<file path="src/rtl/mul_hilo_ctrl_if.sv">
// rtl/mul_hilo_ctrl_if.sv - command and HI/LO result bundle for the multiply sequencer
interface mul_hilo_ctrl_if;
  logic        start;
  logic [1:0]  op;
  logic [31:0] src_a;
  logic [31:0] src_b;
  logic        flush;
  logic        busy;
  logic        done;
  logic [31:0] hi;
  logic [31:0] lo;

  modport master (
    output start, op, src_a, src_b, flush,
    input  busy, done, hi, lo
  );

  modport slave (
    input  start, op, src_a, src_b, flush,
    output busy, done, hi, lo
  );
endinterface

</file>
<file path="src/rtl/mul_hilo_ctrl.sv">
// rtl/mul_hilo_ctrl.sv - operand sequencing and HI/LO write-back around a multicycle 32x32 multiplier
module mul_hilo_ctrl #(
  parameter int LATENCY = 2
) (
  input  logic               clk,
  input  logic               rst_n,
  mul_hilo_ctrl_if.slave     cmd,
  output logic [31:0]        mul_a,
  output logic [31:0]        mul_b,
  output logic               mul_ctrl,
  input  logic [63:0]        mul_prod
);

  localparam int CW = (LATENCY < 2) ? 1 : $clog2(LATENCY + 1);

  typedef enum logic [1:0] {
    IDLE = 2'd0,
    CALC = 2'd1,
    WB   = 2'd2
  } state_t;

  state_t      state;
  state_t      state_nxt;
  logic [CW-1:0] cnt;
  logic [31:0] hi_q;
  logic [31:0] lo_q;

  logic        can_accept;
  logic        accept_mul;
  logic        accept_mt;
  logic        calc_last;
  logic        calc_run;

  logic        a_min;
  logic        b_min;
  logic [63:0] sext_a;
  logic [63:0] sext_b;
  logic [63:0] mag;
  logic [63:0] conv;

  // WB behaves like IDLE for command acceptance; only CALC blocks.
  assign can_accept = (state != CALC);
  assign accept_mul = can_accept && cmd.start && !cmd.op[1];
  assign accept_mt  = can_accept && cmd.start &&  cmd.op[1];
  assign calc_run   = (state == CALC) && !cmd.flush;
  assign calc_last  = calc_run && (cnt == CW'(1));

  // The multiplier reports signed products as sign-magnitude and cannot
  // represent 0x80000000, so those operands are handled here directly.
  always_comb begin
    a_min  = (mul_a == 32'h8000_0000);
    b_min  = (mul_b == 32'h8000_0000);
    sext_a = {{32{mul_a[31]}}, mul_a};
    sext_b = {{32{mul_b[31]}}, mul_b};
    mag    = {2'b00, mul_prod[61:0]};
    if (!mul_ctrl) begin
      conv = mul_prod;
    end else if (a_min && b_min) begin
      conv = 64'h4000_0000_0000_0000;
    end else if (a_min) begin
      conv = -(sext_b << 31);
    end else if (b_min) begin
      conv = -(sext_a << 31);
    end else if (mul_prod[63] && (mag != 64'd0)) begin
      conv = -mag;
    end else begin
      conv = mag;
    end
  end

  always_ff @(posedge clk or negedge rst_n) begin
    if (!rst_n) begin
      state <= IDLE;
    end else begin
      state <= state_nxt;
    end
  end

  always_comb begin
    state_nxt = state;
    case (state)
      IDLE, WB: begin
        state_nxt = accept_mul ? CALC : IDLE;
      end
      CALC: begin
        if (cmd.flush) begin
          state_nxt = IDLE;
        end else if (cnt == CW'(1)) begin
          state_nxt = WB;
        end
      end
      default: state_nxt = IDLE;
    endcase
  end

  always_comb begin
    cmd.busy = (state == CALC);
    cmd.done = (state == WB);
  end

  // Operands stay frozen outside an accepted multiply so the multicycle path
  // into the multiplier sees stable inputs.
  always_ff @(posedge clk or negedge rst_n) begin
    if (!rst_n) begin
      mul_a    <= 32'd0;
      mul_b    <= 32'd0;
      mul_ctrl <= 1'b0;
      cnt      <= '0;
    end else if (accept_mul) begin
      mul_a    <= cmd.src_a;
      mul_b    <= cmd.src_b;
      mul_ctrl <= cmd.op[0];
      cnt      <= CW'(LATENCY);
    end else if (calc_run) begin
      cnt      <= cnt - CW'(1);
    end
  end

  always_ff @(posedge clk or negedge rst_n) begin
    if (!rst_n) begin
      hi_q <= 32'd0;
      lo_q <= 32'd0;
    end else if (calc_last) begin
      hi_q <= conv[63:32];
      lo_q <= conv[31:0];
    end else if (accept_mt) begin
      if (cmd.op[0]) begin
        lo_q <= cmd.src_a;
      end else begin
        hi_q <= cmd.src_a;
      end
    end
  end

  assign cmd.hi = hi_q;
  assign cmd.lo = lo_q;

endmodule
</file>
<file path="src/flat_wrapper.sv">
// flat-port wrapper written by rule: the top's interface ports become plain ports
module mul_hilo_ctrl_flat 
#(
  parameter int LATENCY = 2
)
  (clk, rst_n, mul_a, mul_b, mul_ctrl, mul_prod, cmd_start, cmd_op, cmd_src_a, cmd_src_b, cmd_flush, cmd_busy, cmd_done, cmd_hi, cmd_lo);
  mul_hilo_ctrl_if cmd_i ();
  input  logic clk;
  input  logic rst_n;
  output logic [31:0] mul_a;
  output logic [31:0] mul_b;
  output logic mul_ctrl;
  input  logic [63:0] mul_prod;
  input wire logic [$bits(cmd_i.start)-1:0] cmd_start;
  input wire logic [$bits(cmd_i.op)-1:0] cmd_op;
  input wire logic [$bits(cmd_i.src_a)-1:0] cmd_src_a;
  input wire logic [$bits(cmd_i.src_b)-1:0] cmd_src_b;
  input wire logic [$bits(cmd_i.flush)-1:0] cmd_flush;
  output wire logic [$bits(cmd_i.busy)-1:0] cmd_busy;
  output wire logic [$bits(cmd_i.done)-1:0] cmd_done;
  output wire logic [$bits(cmd_i.hi)-1:0] cmd_hi;
  output wire logic [$bits(cmd_i.lo)-1:0] cmd_lo;
  assign cmd_i.start = cmd_start;
  assign cmd_i.op = cmd_op;
  assign cmd_i.src_a = cmd_src_a;
  assign cmd_i.src_b = cmd_src_b;
  assign cmd_i.flush = cmd_flush;
  assign cmd_busy = cmd_i.busy;
  assign cmd_done = cmd_i.done;
  assign cmd_hi = cmd_i.hi;
  assign cmd_lo = cmd_i.lo;
  mul_hilo_ctrl #(.LATENCY(LATENCY)) u_core (.clk(clk), .rst_n(rst_n), .cmd(cmd_i), .mul_a(mul_a), .mul_b(mul_b), .mul_ctrl(mul_ctrl), .mul_prod(mul_prod));
endmodule
</file>
<file path="config.mk">
export PLATFORM = sky130hd
export DESIGN_NAME = mul_hilo_ctrl_flat
export DESIGN_NICKNAME = d
export VERILOG_FILES = /design/src/rtl/mul_hilo_ctrl_if.sv /design/src/rtl/mul_hilo_ctrl.sv /design/src/flat_wrapper.sv
export SDC_FILE = /design/constraint.sdc
export NUM_CORES = 1
export LEC_CHECK = 0
export BUFFER_PORTS_ARGS = -buffer_cell sky130_fd_sc_hd__clkbuf_2
export CAP_MARGIN = 20
export CORE_MARGIN = 4
export CORE_UTILIZATION = 50
export CTS_BUF_LIST = sky130_fd_sc_hd__clkbuf_4 sky130_fd_sc_hd__clkbuf_8
export DETAILED_ROUTE_END_ITERATION = 7
export GPL_ROUTABILITY_DRIVEN = 0
export PLACE_DENSITY = 0.78
export SYNTH_ARGS = -nofsm -noshare
export SYNTH_HDL_FRONTEND = slang
export SYNTH_SLANG_ARGS = --single-unit
export TNS_END_PERCENT = 10
</file>
<file path="constraint.sdc">
create_clock -name clk -period 4.23 [get_ports clk]
set_input_delay 0.846 -clock clk [delete_from_list [all_inputs] [get_ports clk]]
set_output_delay 0.846 -clock clk [all_outputs]
set_load 0.01 [all_outputs]
</file>
==> results of run 1 <==
==> cell usage after synthesis (all sizes together) (10+ instances only) <==
library cell / n / area [um2]
mux2i: 44 / 440
nor3: 59 / 317
clkbuf: 47 / 176
nor4: 39 / 287
o21ai: 66 / 334
o211ai: 18 / 135
xor2: 33 / 289
a21oi: 60 / 304
xnor2: 53 / 464
or3: 23 / 144
buf: 12 / 55.1
nor2: 69 / 259
or4: 21 / 158
o22ai: 23 / 144
dfrtp: 133 / 3330
a31oi: 18 / 113
nand2: 93 / 349
o31ai: 17 / 128
nand3: 43 / 215
mux2: 58 / 653
inv: 20 / 75.1
o21a: 10 / 75.1
==> cell type report <==
| type | count | area (um2) | share of cell area, % |
|---|---|---|---|
| Clock inverter | 12 | 204 | 1.82 |
| Clock buffer | 19 | 255 | 2.28 |
| Multi-Input combinational cell | 834 | 5530 | 49.4 |
| Tap cell | 229 | 287 | 2.56 |
| Sequential cell | 133 | 3330 | 29.7 |
| Timing Repair Buffer | 290 | 1520 | 13.6 |
| Inverter | 20 | 75.1 | 0.670 |
| Antenna cell | 1 | 2.50 | 0.0223 |
==> metal layers <==
| layer | GRT usage (%) | vias up |
|---|---|---|
| met2 | 50.5 | 693 |
| met4 | 12.1 | 4 |
| li1 | - | 4407 |
| met5 | 0 | - |
| met3 | 9.75 | 115 |
| met1 | 44.0 | 4647 |
==> cells in the final DEF (no fill, tap or decap), types with 19 or more instances in the layout <==
master and instances:
clkbuf_2 263, dfrtp_1 133, nand2_1 93, nor2_1 68, o21ai_0 61, a21oi_1 59, mux2_2 58, nor3_1 56
xnor2_1 53, mux2i_1 44, nand3_1 43, nor4_1 35, xor2_1 33, buf_4 26, or3_1 23, o22ai_1 23
or4_1 21, inv_1 19
==> sequential cells by signal, summed over array words and instances (netlist names) <==
register and count:
u_core.cmd.hi 32, u_core.cmd.lo 32, u_core.mul_a 32, u_core.mul_b 32
u_core.cnt 2, u_core.state 2, u_core.mul_ctrl 1
==> stage by stage <==
| stage | power, uW | setup slack, ps | util, % | hold WS (ps) |
|---|---|---|---|---|
| after global placement | 4520 | 687 | 59.8 | 508 |
| after detailed placement | 4580 | 558 | 59.8 | 520 |
| after CTS | 5850 | 1000 | 62.4 | 486 |
| after global routing | 6190 | 790 | 62.4 | 496 |
| final | 5850 | 948 | 62.4 | 462 |
| after floorplan | 3490 | 1030 | - | 504 |
==> power by group through the flow <==
stage | sequential (uW) | clock [uW] | combinational [uW]
floorplan | 2400 | 0 | 1100
global placement | 2300 | 0 | 2220
detailed placement | 2320 | 0 | 2260
CTS | 2300 | 1270 | 2280
global route | 2370 | 1330 | 2490
finish | 2320 | 1260 | 2280
==> how the worst min path moves through the flow <==
stage | startpoint | to | slack (ps) | depth (start not counted)
after detailed placement | u_core.cmd.lo[27] | u_core.cmd.lo[27] | 520 | 2
after global routing | rst_n | u_core.cmd.lo[16] | 500 | 1
final | rst_n | u_core.cmd.lo[16] | 460 | 1
after floorplan | u_core.cnt[1] | u_core.cnt[1] | 500 | 2
after global placement | u_core.cmd.lo[24] | u_core.cmd.lo[24] | 510 | 2
after CTS | rst_n | u_core.cmd.lo[16] | 490 | 1
==> worst register-to-register path, cell delays in order, from the launching register on <==
cell and delay [ps]:
dfrtp_1 470, or4_1 590, nand4b_1 350, nor3_2 290, and3_1 400, nor2_1 270, or4_1 580, a31o_1 220
==> logic make-up after synthesis <==
kind of cell / after synthesis
flip-flops: 133
AND/OR/NAND/NOR: 394
buffers and inverters: 79
multiplexers: 102
XOR/XNOR: 86
adder cells (fa/ha/maj): 4
AO/OA/AOI/OAI: 248
==> metrics.md, run 1 <==
| Metric | Value |
|---|---|
| Effective utilization at floorplan | `51.0%` |
| Core area | `18000 um2` |
| Clk sink count | `133` |
| Synthesized Nets | `1184` |
| Cell count after synthesis | `1046` |
| Fraction of power consumed by sequential logic | `39.6%` |
| Setup repair after global routing missed its margin | `no` |
| Pleak | `0.00492 uW` |
| Critical path depth in cells | `8` |
| Shortest period the worst path allows | `3280 ps` |
| Depth of the worst register-to-register path | `7` |
| Clock network power share | `21.5%` |
| Highest cell delay on the worst timing path | `680 ps` |
| Critical path destination | `u_core.cmd.hi[20]` |
| Number of pins exceeding their max-slew limit in the final report | `0` |
| Cell Rows | `49` |
| Required arrival time at the worst endpoint | `4580 ps` |
| Number of antenna violations at the first check in global routing | `2` |
| Routed length per instance | `22.5 um` |
| Remaining number of nets flagged by the antenna check after routing | `0` |
| Highest fanout seen on the critical path | `8` |
| Area post-placement | `10700 um2` |
| CP endpoint kind | `register` |
| Relative contribution of combinational cells to total power | `38.9%` |
| Net switching component of the power | `2340 uW` |
| Capture point of the worst reg-to-reg path | `u_core.cmd.hi[21]` |
| Number of gates resized after cts | `0` |
| Overall via count from detail_route | `9866` |
| Routed Wire Length | `34.7 mm` |
| HPWL after detailed placement | `25.9 mm` |
| Synth Area in Simple Gates | `22.7%` |
| Cells traversed along the worst timing path | `clkbuf_2 > or4_1 > nor4_2 > nand3_1 > o41ai_1 > mux2i_1 > nand2_1 > o311a_1` |
| Die Ht | `143 um` |
| Clock buffers created by TritonCTS | `17` |
| Setup TNS Final | `0 ps` |
| Buffers inserted by post-CTS timing repair | `0` |
| Worst endpoint data arrival time | `3630 ps` |
| Cell Count, Final, Fillers Out | `1538` |
| Wire length of the first global-routing pass | `51.8 mm` |
| Total count of hold-check failures in the final report | `0` |
| Combinational family with the most area after synthesis | `simple AND/OR/NAND/NOR gates` |
| Post-DR vias/cell | `6.41` |
| Max stage delay cell, worst path | `or4_1` |
| Top routing layer in use | `met5` |
| Overall routing resource usage | `32.8%` |
| Peak ir drop on the vdd network | `0.279 mV` |
| Top flip-flop cell by instance count after synthesis | `dfrtp_1` |
| Count of different cell masters after synthesis | `66` |
| Outcome | `finished clean` |
| Met3 wire len | `4.41 mm` |
| Reg2reg setup slack | `950 ps` |
| Average footprint of a synthesized cell | `8.75 um2` |
| Share of flip-flops with an asynchronous set or reset | `100%` |
| CP top delay family | `simple AND/OR/NAND/NOR gates` |
| Port Buf Inserts | `264` |
| CP startpoint | `mul_prod[15]` |
| Buffering stage count on the worst path with inverters included | `1` |
| Maximum buffer depth of the clock tree | `2` |
| Number of global-route vias before repair | `9203` |
| Class of the most critical hold timing path | `input port to async pin` |
| Mux share of post-synthesis cell area | `11.9%` |
| Number of fill cells | `1560` |
| Fraction of final layout cells with drive strength greater than 1 | `30.7%` |
| # setup viols final | `0` |
| CTS Root Cell | `clkbuf_8` |
| Post-synthesis compound-gate area fraction | `16.9%` |
| Worst slew pin tran | `906 ps` |
| 1st-iter DRT viols | `1121` |
| TritonCTS clock tree | `done` |
| H-tree depth reported by CTS | `4` |
| Width of the chip | `143 um` |
| Crit start category | `input port` |
| Register bit total from synthesis | `133` |
| Power per unit of standard cell area | `522 nW/um2` |
| Synthesis warning total | `0` |
| Maximum number of pins on one net before global-route repair | `87` |
| Total placed cells including tap cells | `1506` |
| Net Sw Frac | `39.9%` |
| Hold Buf Count CTS | `0` |
| Routed wl met2 | `15.5 mm` |
| Max Cap Violations | `0` |
| Startpoint of the worst register-to-register path | `u_core.mul_b[14]` |
| Slew HR | `39.6%` |
| Count of unresolved DRC violations after routing | `0` |
| XOR/XNOR share of the synthesized area | `8.23%` |
| Area growth syn-to-layout | `22.4%` |
| Period utilization | `77.6%` |
| CP Class | `input port to register` |
| Post-synthesis share of cell area spent on full adders, half adders and majority gates | `0.547%` |
| Highest achievable clock rate | `305 MHz` |
| Gr ovfl total | `0` |
| EDFF count, synth | `0` |
| Nets@finish | `1434` |
| Number of top-level design ports | `265` |
| Finished Cell Area | `11200 um2` |
| Sequential share of the synthesized area | `36.4%` |
| Worst clock skew | `11.6 ps` |
| Die area | `20500 um2` |
| Post-synthesis instance area | `9150 um2` |
| Detailed-route wire length on metal 1 | `13.5 mm` |
| Cell-internal power | `3520 uW` |
| CTS clk-pin slew, worst paths | `80 ps` |
| Detailed-routing iteration count for the pre-antenna-repair pass | `8` |
| Clock latency of the later-clocked register in the worst-skew pair | `460 ps` |
Note: power is estimated with default switching activity, not from simulation.
==> run 2: changes to the inputs <==
--- a/config.mk
+++ b/config.mk
@@ -5,6 +5,7 @@
 export SDC_FILE = /design/constraint.sdc
 export NUM_CORES = 1
 export LEC_CHECK = 0
+export ABC_AREA = 1
 export BUFFER_PORTS_ARGS = -buffer_cell sky130_fd_sc_hd__clkbuf_2
 export CAP_MARGIN = 20
 export CORE_MARGIN = 4
@@ -12,7 +13,7 @@
 export CTS_BUF_LIST = sky130_fd_sc_hd__clkbuf_4 sky130_fd_sc_hd__clkbuf_8
 export DETAILED_ROUTE_END_ITERATION = 7
 export GPL_ROUTABILITY_DRIVEN = 0
-export PLACE_DENSITY = 0.78
+export PLACE_DENSITY = 0.77
 export SYNTH_ARGS = -nofsm -noshare
 export SYNTH_HDL_FRONTEND = slang
 export SYNTH_SLANG_ARGS = --single-unit
==> constraint.sdc (replaced) <==
create_clock -name clk -period 3.3 [get_ports clk]
set_input_delay 0.66 -clock clk [delete_from_list [all_inputs] [get_ports clk]]
set_output_delay 0.66 -clock clk [all_outputs]
set_load 0.01 [all_outputs]
==> run 2 against run 1 <==
The flow now finishes with violations (DRC). Non-clock buffer count fell by 3. Die area up 16%. Worst setup slack worse by 460 ps. Highest routed layer is now met4. Global-route usage is 2.6 points higher. Wire length is 25% higher.
==> metrics.md, run 2 <==
| Metric | Value |
|---|---|
| Outcome | `complete, but fails checks` |
| Failing checks | `DRC` |
| Power per unit of standard cell area | `586 nW/um2 (+12%)` |
| CP top delay family | `simple AND/OR/NAND/NOR gates` |
| Post-DR vias/cell | `5.72 (-11%)` |
| CP Class | `register to register` |
| Startpoint of the worst register-to-register path | `u_core.mul_a[0]` |
| Buffering stage count on the worst path with inverters included | `2 (+1)` |
| Number of global-route vias before repair | `12210 (+33%)` |
| Core area | `21100 um2 (+17%)` |
| Class of the most critical hold timing path | `input port to async pin` |
| Port Buf Inserts | `264 (unchanged)` |
| Highest fanout seen on the critical path | `30 (+22)` |
| Max Cap Violations | `0 (unchanged)` |
| Sequential share of the synthesized area | `31.0% (-5.3 points)` |
| Number of pins exceeding their max-slew limit in the final report | `0 (unchanged)` |
| Slew HR | `60.9% (+21 points)` |
| Overall routing resource usage | `35.3% (+2.6 points)` |
| Reg2reg setup slack | `490 ps (-460 ps)` |
| Routed length per instance | `18.7 um (-17%)` |
| Antenna diode count | `0 (-1)` |
| Gr ovfl total | `0 (unchanged)` |
| Wire length of the first global-routing pass | `66.6 mm (+28%)` |
| Buffers inserted by post-CTS timing repair | `0 (unchanged)` |
| Highest achievable clock rate | `355 MHz` |
| TritonCTS clock tree | `done` |
| Dominant cell type by area after synthesis | `dfrtp_1` |
| Post-route worst setup slack | `486 ps (-462 ps)` |
| Number of antenna violations at the first check in global routing | `0 (-2)` |
| HPWL after detailed placement | `34.4 mm (+33%)` |
| Area growth syn-to-layout | `18.2%` |
| Required arrival time at the worst endpoint | `3660 ps (-920 ps)` |
| Pleak | `0.00657 uW (+33%)` |
| Maximum number of pins on one net before global-route repair | `117 (+34%)` |
| Cells traversed along the worst timing path | `inv_1 > ha_1 > nand2_1 > nor2_2 > nand3_2 > nor2_4 > nand2_2 > nor2_4 > nand4_4 > nand2_1 > a21oi_2 > buf_4 > a21oi_1 > nor2_1` |
| Depth of the worst register-to-register path | `14 (+7)` |
| Register bit total from synthesis | `133 (unchanged)` |
| CTS Root Cell | `clkbuf_8` |
| Width of the chip | `154 um (+7.8%)` |
| 1st-iter DRT viols | `1767 (+58%)` |
| Shortest period the worst path allows | `2810 ps` |
| Share of flip-flops with an asynchronous set or reset | `100% (unchanged)` |
| Number of gates resized after cts | `0 (unchanged)` |
| Worst slew pin tran | `586 ps (-321 ps)` |
| Effective utilization at floorplan | `50.8% (-0.10 points)` |
| Cell Rows | `53 (+8.2%)` |
| CTS clk-pin slew, worst paths | `90 ps (about the same)` |
| Clock latency of the later-clocked register in the worst-skew pair | `470 ps (about the same)` |
| Setup TNS Final | `0 ps (unchanged)` |
| Post-synthesis instance area | `10700 um2 (+17%)` |
| Synthesis warning total | `0 (unchanged)` |
| Cell count after synthesis | `1790 (+71%)` |
| Average footprint of a synthesized cell | `5.99 um2 (-32%)` |
| Fraction of final layout cells with drive strength greater than 1 | `17.9% (-13 points)` |
| CP endpoint kind | `register` |
| Overall via count from detail_route | `13261 (+34%)` |
| Synthesized Nets | `1928 (+63%)` |
| Hold Buf Count CTS | `0 (unchanged)` |
| Peak ir drop on the vdd network | `0.283 mV (+1.2%)` |
| Total count of hold-check failures in the final report | `0 (unchanged)` |
| Top flip-flop cell by instance count after synthesis | `dfrtp_1` |
| Period utilization | `85.3%` |
| Most common cell after layout, fill and taps aside | `nand2_1` |
| Routed Wire Length | `43.3 mm (+25%)` |
| Detailed-routing iteration count for the pre-antenna-repair pass | `8 (unchanged)` |
| Die Ht | `154 um (+7.8%)` |
| Most used cells in the layout excluding fill and tap cells | `nand2_1 (623), nor2_1 (353), clkbuf_2 (263)` |
| Ranking of synthesized cells by area | `dfrtp_1 (31%), nand2_1 (22%), nor2_1 (12%)` |
| Worst endpoint data arrival time | `3170 ps (-460 ps)` |
| Count of different cell masters after synthesis | `37 (-44%)` |
| Dominant cell by count in the synthesized netlist | `nand2_1` |
| Maximum buffer depth of the clock tree | `2 (unchanged)` |
| Nets@finish | `2168 (+51%)` |
| Proportion of netlist area held by the largest area contributor | `31.0% (-5.3 points)` |
| Top cells by count, synth | `nand2_1 (623), nor2_1 (355), dfrtp_1 (133), inv_1 (133), nand3_1 (118)` |
| Count of unresolved DRC violations after routing | `6 (+6)` |
| Number of top-level design ports | `265 (unchanged)` |
| Clock buffers created by TritonCTS | `17 (unchanged)` |
| Capture point of the worst reg-to-reg path | `u_core.cmd.lo[9]` |
| Die area | `23900 um2 (+16%)` |
| # setup viols final | `0 (unchanged)` |
| Crit start category | `register` |
| Setup slack at placement | `523 ps (-34.6 ps)` |
| Setup repair after global routing missed its margin | `no` |
| Remaining number of nets flagged by the antenna check after routing | `0 (unchanged)` |
| Clk sink count | `133 (unchanged)` |
| Number of fill cells | `2116 (+36%)` |
| Highest cell delay on the worst timing path | `410 ps (-270 ps)` |
| Max stage delay cell, worst path | `dfrtp_1` |
| EDFF count, synth | `0 (unchanged)` |
| H-tree depth reported by CTS | `4 (unchanged)` |
| Worst clock skew | `11.8 ps (+0.191 ps)` |
run 2: cell count changes in the layout (fill, tap and decap cells not counted), sizes merged, moves of 18 or more:
| cell | previous run | this run |
|---|---|---|
| nand4 | 7 | 32 |
| a31oi | 18 | 0 |
| or4 | 21 | 0 |
| xnor2 | 53 | 12 |
| nor2 | 69 | 374 |
| nand2 | 93 | 631 |
| inv | 19 | 141 |
| nand3 | 43 | 121 |
| a21oi | 60 | 79 |
| mux2i | 44 | 0 |
| or3 | 23 | 0 |
| o22ai | 23 | 0 |
| nor4 | 39 | 2 |
| mux2 | 58 | 0 |
run 2: worst max path at each step:
stage,start,cells past startpoint,end,slack (ps)
5_1_grt,u_core.mul_a[0],14,u_core.cmd.lo[9],350
4_1_cts,u_core.mul_a[0],14,u_core.cmd.lo[26],590
3_5_place_dp,mul_prod[0],19,u_core.cmd.hi[3],520
6_report,u_core.mul_a[0],14,u_core.cmd.lo[9],490
2_1_floorplan,mul_prod[0],13,u_core.cmd.lo[18],1090
3_3_place_gp,mul_prod[0],17,u_core.cmd.lo[31],580
run 2: kinds of logic after synthesis:
logic type      after synthesis  share of synthesized area (%)
xor+xnor                     52                           4.25
fa+ha+maj                     4                          0.467
buf+inv                     206                           8.07
flops                       133                           31.0
simple gates               1226                           48.1
compound gates              169                           8.12
run 2: power breakdown:
part           internal (uW)  switching, uW  total [uW]
Sequential              2190            503        2700
Combinational           1110           2100        3210
Clock                    766            752        1520
Total                   4070           3360        7430
run 2: worst register-to-register path: stages, from the launching register on:
cell,delay (ps)
dfrtp_1,410
inv_1,120
ha_1,250
nand2_1,100
nor2_2,90
nand3_2,110
nor2_4,180
nand2_2,110
nor2_4,160
nand4_4,210
nand2_1,280
a21oi_2,80
buf_4,250
a21oi_1,270
nor2_1,70
run 2: metrics by stage:
stage                     cell area (um2)  power [uW]  utilization (%)  hold WS (ps)  cells
after floorplan                     10700        4490                -           364   1790
after global placement              12300        5800             58.1           454   2286
after detailed placement            12300        5860             58.1           480   2286
after CTS                           12700        7370             60.1           123   2318
after global routing                12700        7890             60.1           151   2318
final                               12700        7430             60.1           122   2318
run 2: layer usage:
metal | up-vias | part of all wire (%) | wire length [um] | track usage [%]
li1 | 6139 | - | - | -
met1 | 5961 | 37 | 16200 | 46.8
met2 | 981 | 42 | 18400 | 53.3
met3 | 180 | 14 | 6210 | 9.68
met4 | 0 | 5.8 | 2510 | 17.4
met5 | - | 0 | 0 | 0
run 2: area by class of cell:
type / count / area (um2) / area share [%]
multi-input combinational: 1451 / 6540 / 51.6
sequential: 133 / 3330 / 26.3
timing repair buffer: 287 / 1530 / 12.0
inverter: 140 / 526 / 4.14
tap: 275 / 344 / 2.71
clock buffer: 22 / 297 / 2.34
clock inverter: 10 / 120 / 0.947
==> run 3: changes to the inputs <==
--- a/config.mk
+++ b/config.mk
@@ -8,6 +8,7 @@
 export ABC_AREA = 1
 export BUFFER_PORTS_ARGS = -buffer_cell sky130_fd_sc_hd__clkbuf_2
 export CAP_MARGIN = 20
+export CORE_ASPECT_RATIO = 1.25
 export CORE_MARGIN = 4
 export CORE_UTILIZATION = 50
 export CTS_BUF_LIST = sky130_fd_sc_hd__clkbuf_4 sky130_fd_sc_hd__clkbuf_8
==> run 3 against run 2 <==
The flow now finishes without violations. Worst setup slack got worse by 140 ps. Sequential share of layout area fell by 0.15 points. Die area barely moved. Critical endpoint is now u_core.cmd.hi[14].
==> metrics.md, run 3 (synthesis results as in run 2) <==
| Metric | Value |
|---|---|
| CP endpoint kind | `register` |
| Post-route worst setup slack | `349 ps (-137 ps)` |
| Detailed-routing iteration count for the pre-antenna-repair pass | `7 (-1)` |
| Overall via count from detail_route | `13217 (-0.33%)` |
| 1st-iter DRT viols | `1841 (+4.2%)` |
| Clk sink count | `133 (unchanged)` |
| Highest achievable clock rate | `339 MHz (-4.7%)` |
| Class of the most critical hold timing path | `input port to async pin` |
| Fraction of final layout cells with drive strength greater than 1 | `18.0% (+0.12 points)` |
| Period utilization | `89.4% (+4.2 points)` |
| Cell Rows | `59 (+11%)` |
| Routed Wire Length | `45.6 mm (+5.5%)` |
| Peak ir drop on the vdd network | `0.376 mV (+33%)` |
| Nets@finish | `2171 (+0.14%)` |
| Setup slack at placement | `542 ps (+18.9 ps)` |
| Crit start category | `register` |
| HPWL after detailed placement | `35.3 mm (+2.9%)` |
| Number of pins exceeding their max-slew limit in the final report | `0 (unchanged)` |
| Pleak | `0.00660 uW (+0.50%)` |
| Total count of hold-check failures in the final report | `0 (unchanged)` |
| Core area | `21000 um2 (-0.58%)` |
| Number of global-route vias before repair | `12341 (+1.1%)` |
| Worst slew pin tran | `1030 ps (+442 ps)` |
| Setup repair after global routing missed its margin | `no` |
| Width of the chip | `139 um (-10%)` |
| Most used cells in the layout excluding fill and tap cells | `nand2_1 (623), nor2_1 (353), clkbuf_2 (263)` |
| Clock buffers created by TritonCTS | `17 (unchanged)` |
| Worst clock skew | `19.0 ps (+7.24 ps)` |
| Required arrival time at the worst endpoint | `3660 ps (about the same)` |
| Effective utilization at floorplan | `51.1% (+0.30 points)` |
| Most common cell after layout, fill and taps aside | `nand2_1` |
| Slew HR | `30.7% (-30 points)` |
| Gr ovfl total | `0 (unchanged)` |
| # setup viols final | `0 (unchanged)` |
| Number of antenna violations at the first check in global routing | `5 (+5)` |
| Overall routing resource usage | `37.7% (+2.4 points)` |
| Number of fill cells | `2076 (-1.9%)` |
| Power per unit of standard cell area | `596 nW/um2 (+1.7%)` |
| Max Cap Violations | `0 (unchanged)` |
| Highest cell delay on the worst timing path | `550 ps (+140 ps)` |
| Port Buf Inserts | `264 (unchanged)` |
| Die area | `23900 um2 (about the same)` |
| Count of unresolved DRC violations after routing | `0 (-6)` |
| CP Class | `register to register` |
| Area post-placement | `12300 um2 (+0.23%)` |
| Hold Buf Count CTS | `0 (unchanged)` |
| CTS Root Cell | `clkbuf_8` |
| Max stage delay cell, worst path | `o21ai_0` |
| Setup TNS Final | `0 ps (unchanged)` |
| Cells traversed along the worst timing path | `inv_1 > ha_1 > nand2_1 > nor2_1 > nand3_1 > nor3_4 > o21ai_0 > nand2_1 > nand2_1 > nand2_1 > nand2_1 > nand2_1 > nand2_1` |
| Post-DR vias/cell | `5.69 (-0.55%)` |
| Die Ht | `172 um (+11%)` |
| CP top delay family | `simple AND/OR/NAND/NOR gates` |
| Number of gates resized after cts | `0 (unchanged)` |
| Outcome | `finished clean` |
| Routed length per instance | `19.6 um (+5.3%)` |
| Number of top-level design ports | `265 (unchanged)` |
| CTS clk-pin slew, worst paths | `90 ps (about the same)` |
| TritonCTS clock tree | `done` |
| Buffering stage count on the worst path with inverters included | `1 (-1)` |
| Shortest period the worst path allows | `2950 ps (+137 ps)` |
| Clock latency of the later-clocked register in the worst-skew pair | `480 ps (about the same)` |
| Maximum buffer depth of the clock tree | `2 (unchanged)` |
| Remaining number of nets flagged by the antenna check after routing | `0 (unchanged)` |
| Buffers inserted by post-CTS timing repair | `0 (unchanged)` |
| Area growth syn-to-layout | `18.9%` |
| Most frequent CP cell | `nand2_1` |
| H-tree depth reported by CTS | `4 (unchanged)` |
| Wire length of the first global-routing pass | `69.1 mm (+3.7%)` |
| Maximum number of pins on one net before global-route repair | `131 (+12%)` |
| Worst endpoint data arrival time | `3310 ps (+140 ps)` |
| Highest fanout seen on the critical path | `10 (-67%)` |
| Finished Cell Area | `12800 um2 (+0.59%)` |
-- run 3: routing by layer --
| layer | vias up | GRT usage, % | share of wire (%) |
|---|---|---|---|
| met4 | 2 | 28.5 | 9.3 |
| met3 | 229 | 12.0 | 12 |
| met5 | - | 0 | 0.039 |
| li1 | 6148 | - | - |
| met1 | 5933 | 43.5 | 35 |
| met2 | 905 | 58.8 | 43 |
-- run 3: power by group --
part / switching, uW / total [uW] / internal (uW)
logic: 2140 / 3260 / 1120
registers: 513 / 2710 / 2190
clock network: 762 / 1640 / 876
-- run 3: metrics by stage --
stage               power [uW]  cells  utilization [%]  hold WS (ps)
floorplan                 4490   1790                -           364
global placement          5840   2287             58.6           451
detailed placement        5900   2288             58.6           466
CTS                       7530   2320             60.8           240
global route              8060   2321             60.8           247
finish                    7600   2323             60.8           195
-- run 3: final cells by class --
| cell class | instances | area, um2 | area share [%] |
|---|---|---|---|
| antenna | 3 | 7.51 | 0.0589 |
| timing repair buffer | 290 | 1560 | 12.2 |
| inverter | 140 | 526 | 4.12 |
| clock inverter | 13 | 194 | 1.52 |
| sequential | 133 | 3330 | 26.1 |
| tap | 274 | 343 | 2.69 |
| multi-input combinational | 1451 | 6540 | 51.3 |
| clock buffer | 19 | 262 | 2.05 |
-- run 3: worst register-to-register path: stages (launching register included) --
cell     delay, ps
dfrtp_1        410
inv_1          120
ha_1           260
nand2_1        110
nor2_1         220
nand3_1        170
nor3_4         480
o21ai_0        560
nand2_1        210
nand2_1         60
nand2_1        100
nand2_1         60
nand2_1         60
nand2_1         50
-- run 3: worst paths after layout --
check,from,end,slack [ps],depth (start not counted)
min reg2reg,u_core.cnt[0],u_core.cnt[0],480,1
max in group asynchronous,rst_n,u_core.mul_a[23],2370,2
min,rst_n,u_core.cnt[1],200,1
min in group clk,cmd_src_b[26],u_core.mul_b[26],380,3
max,u_core.mul_b[0],u_core.cmd.hi[14],350,13
max reg2reg,u_core.mul_b[0],u_core.cmd.hi[14],350,13
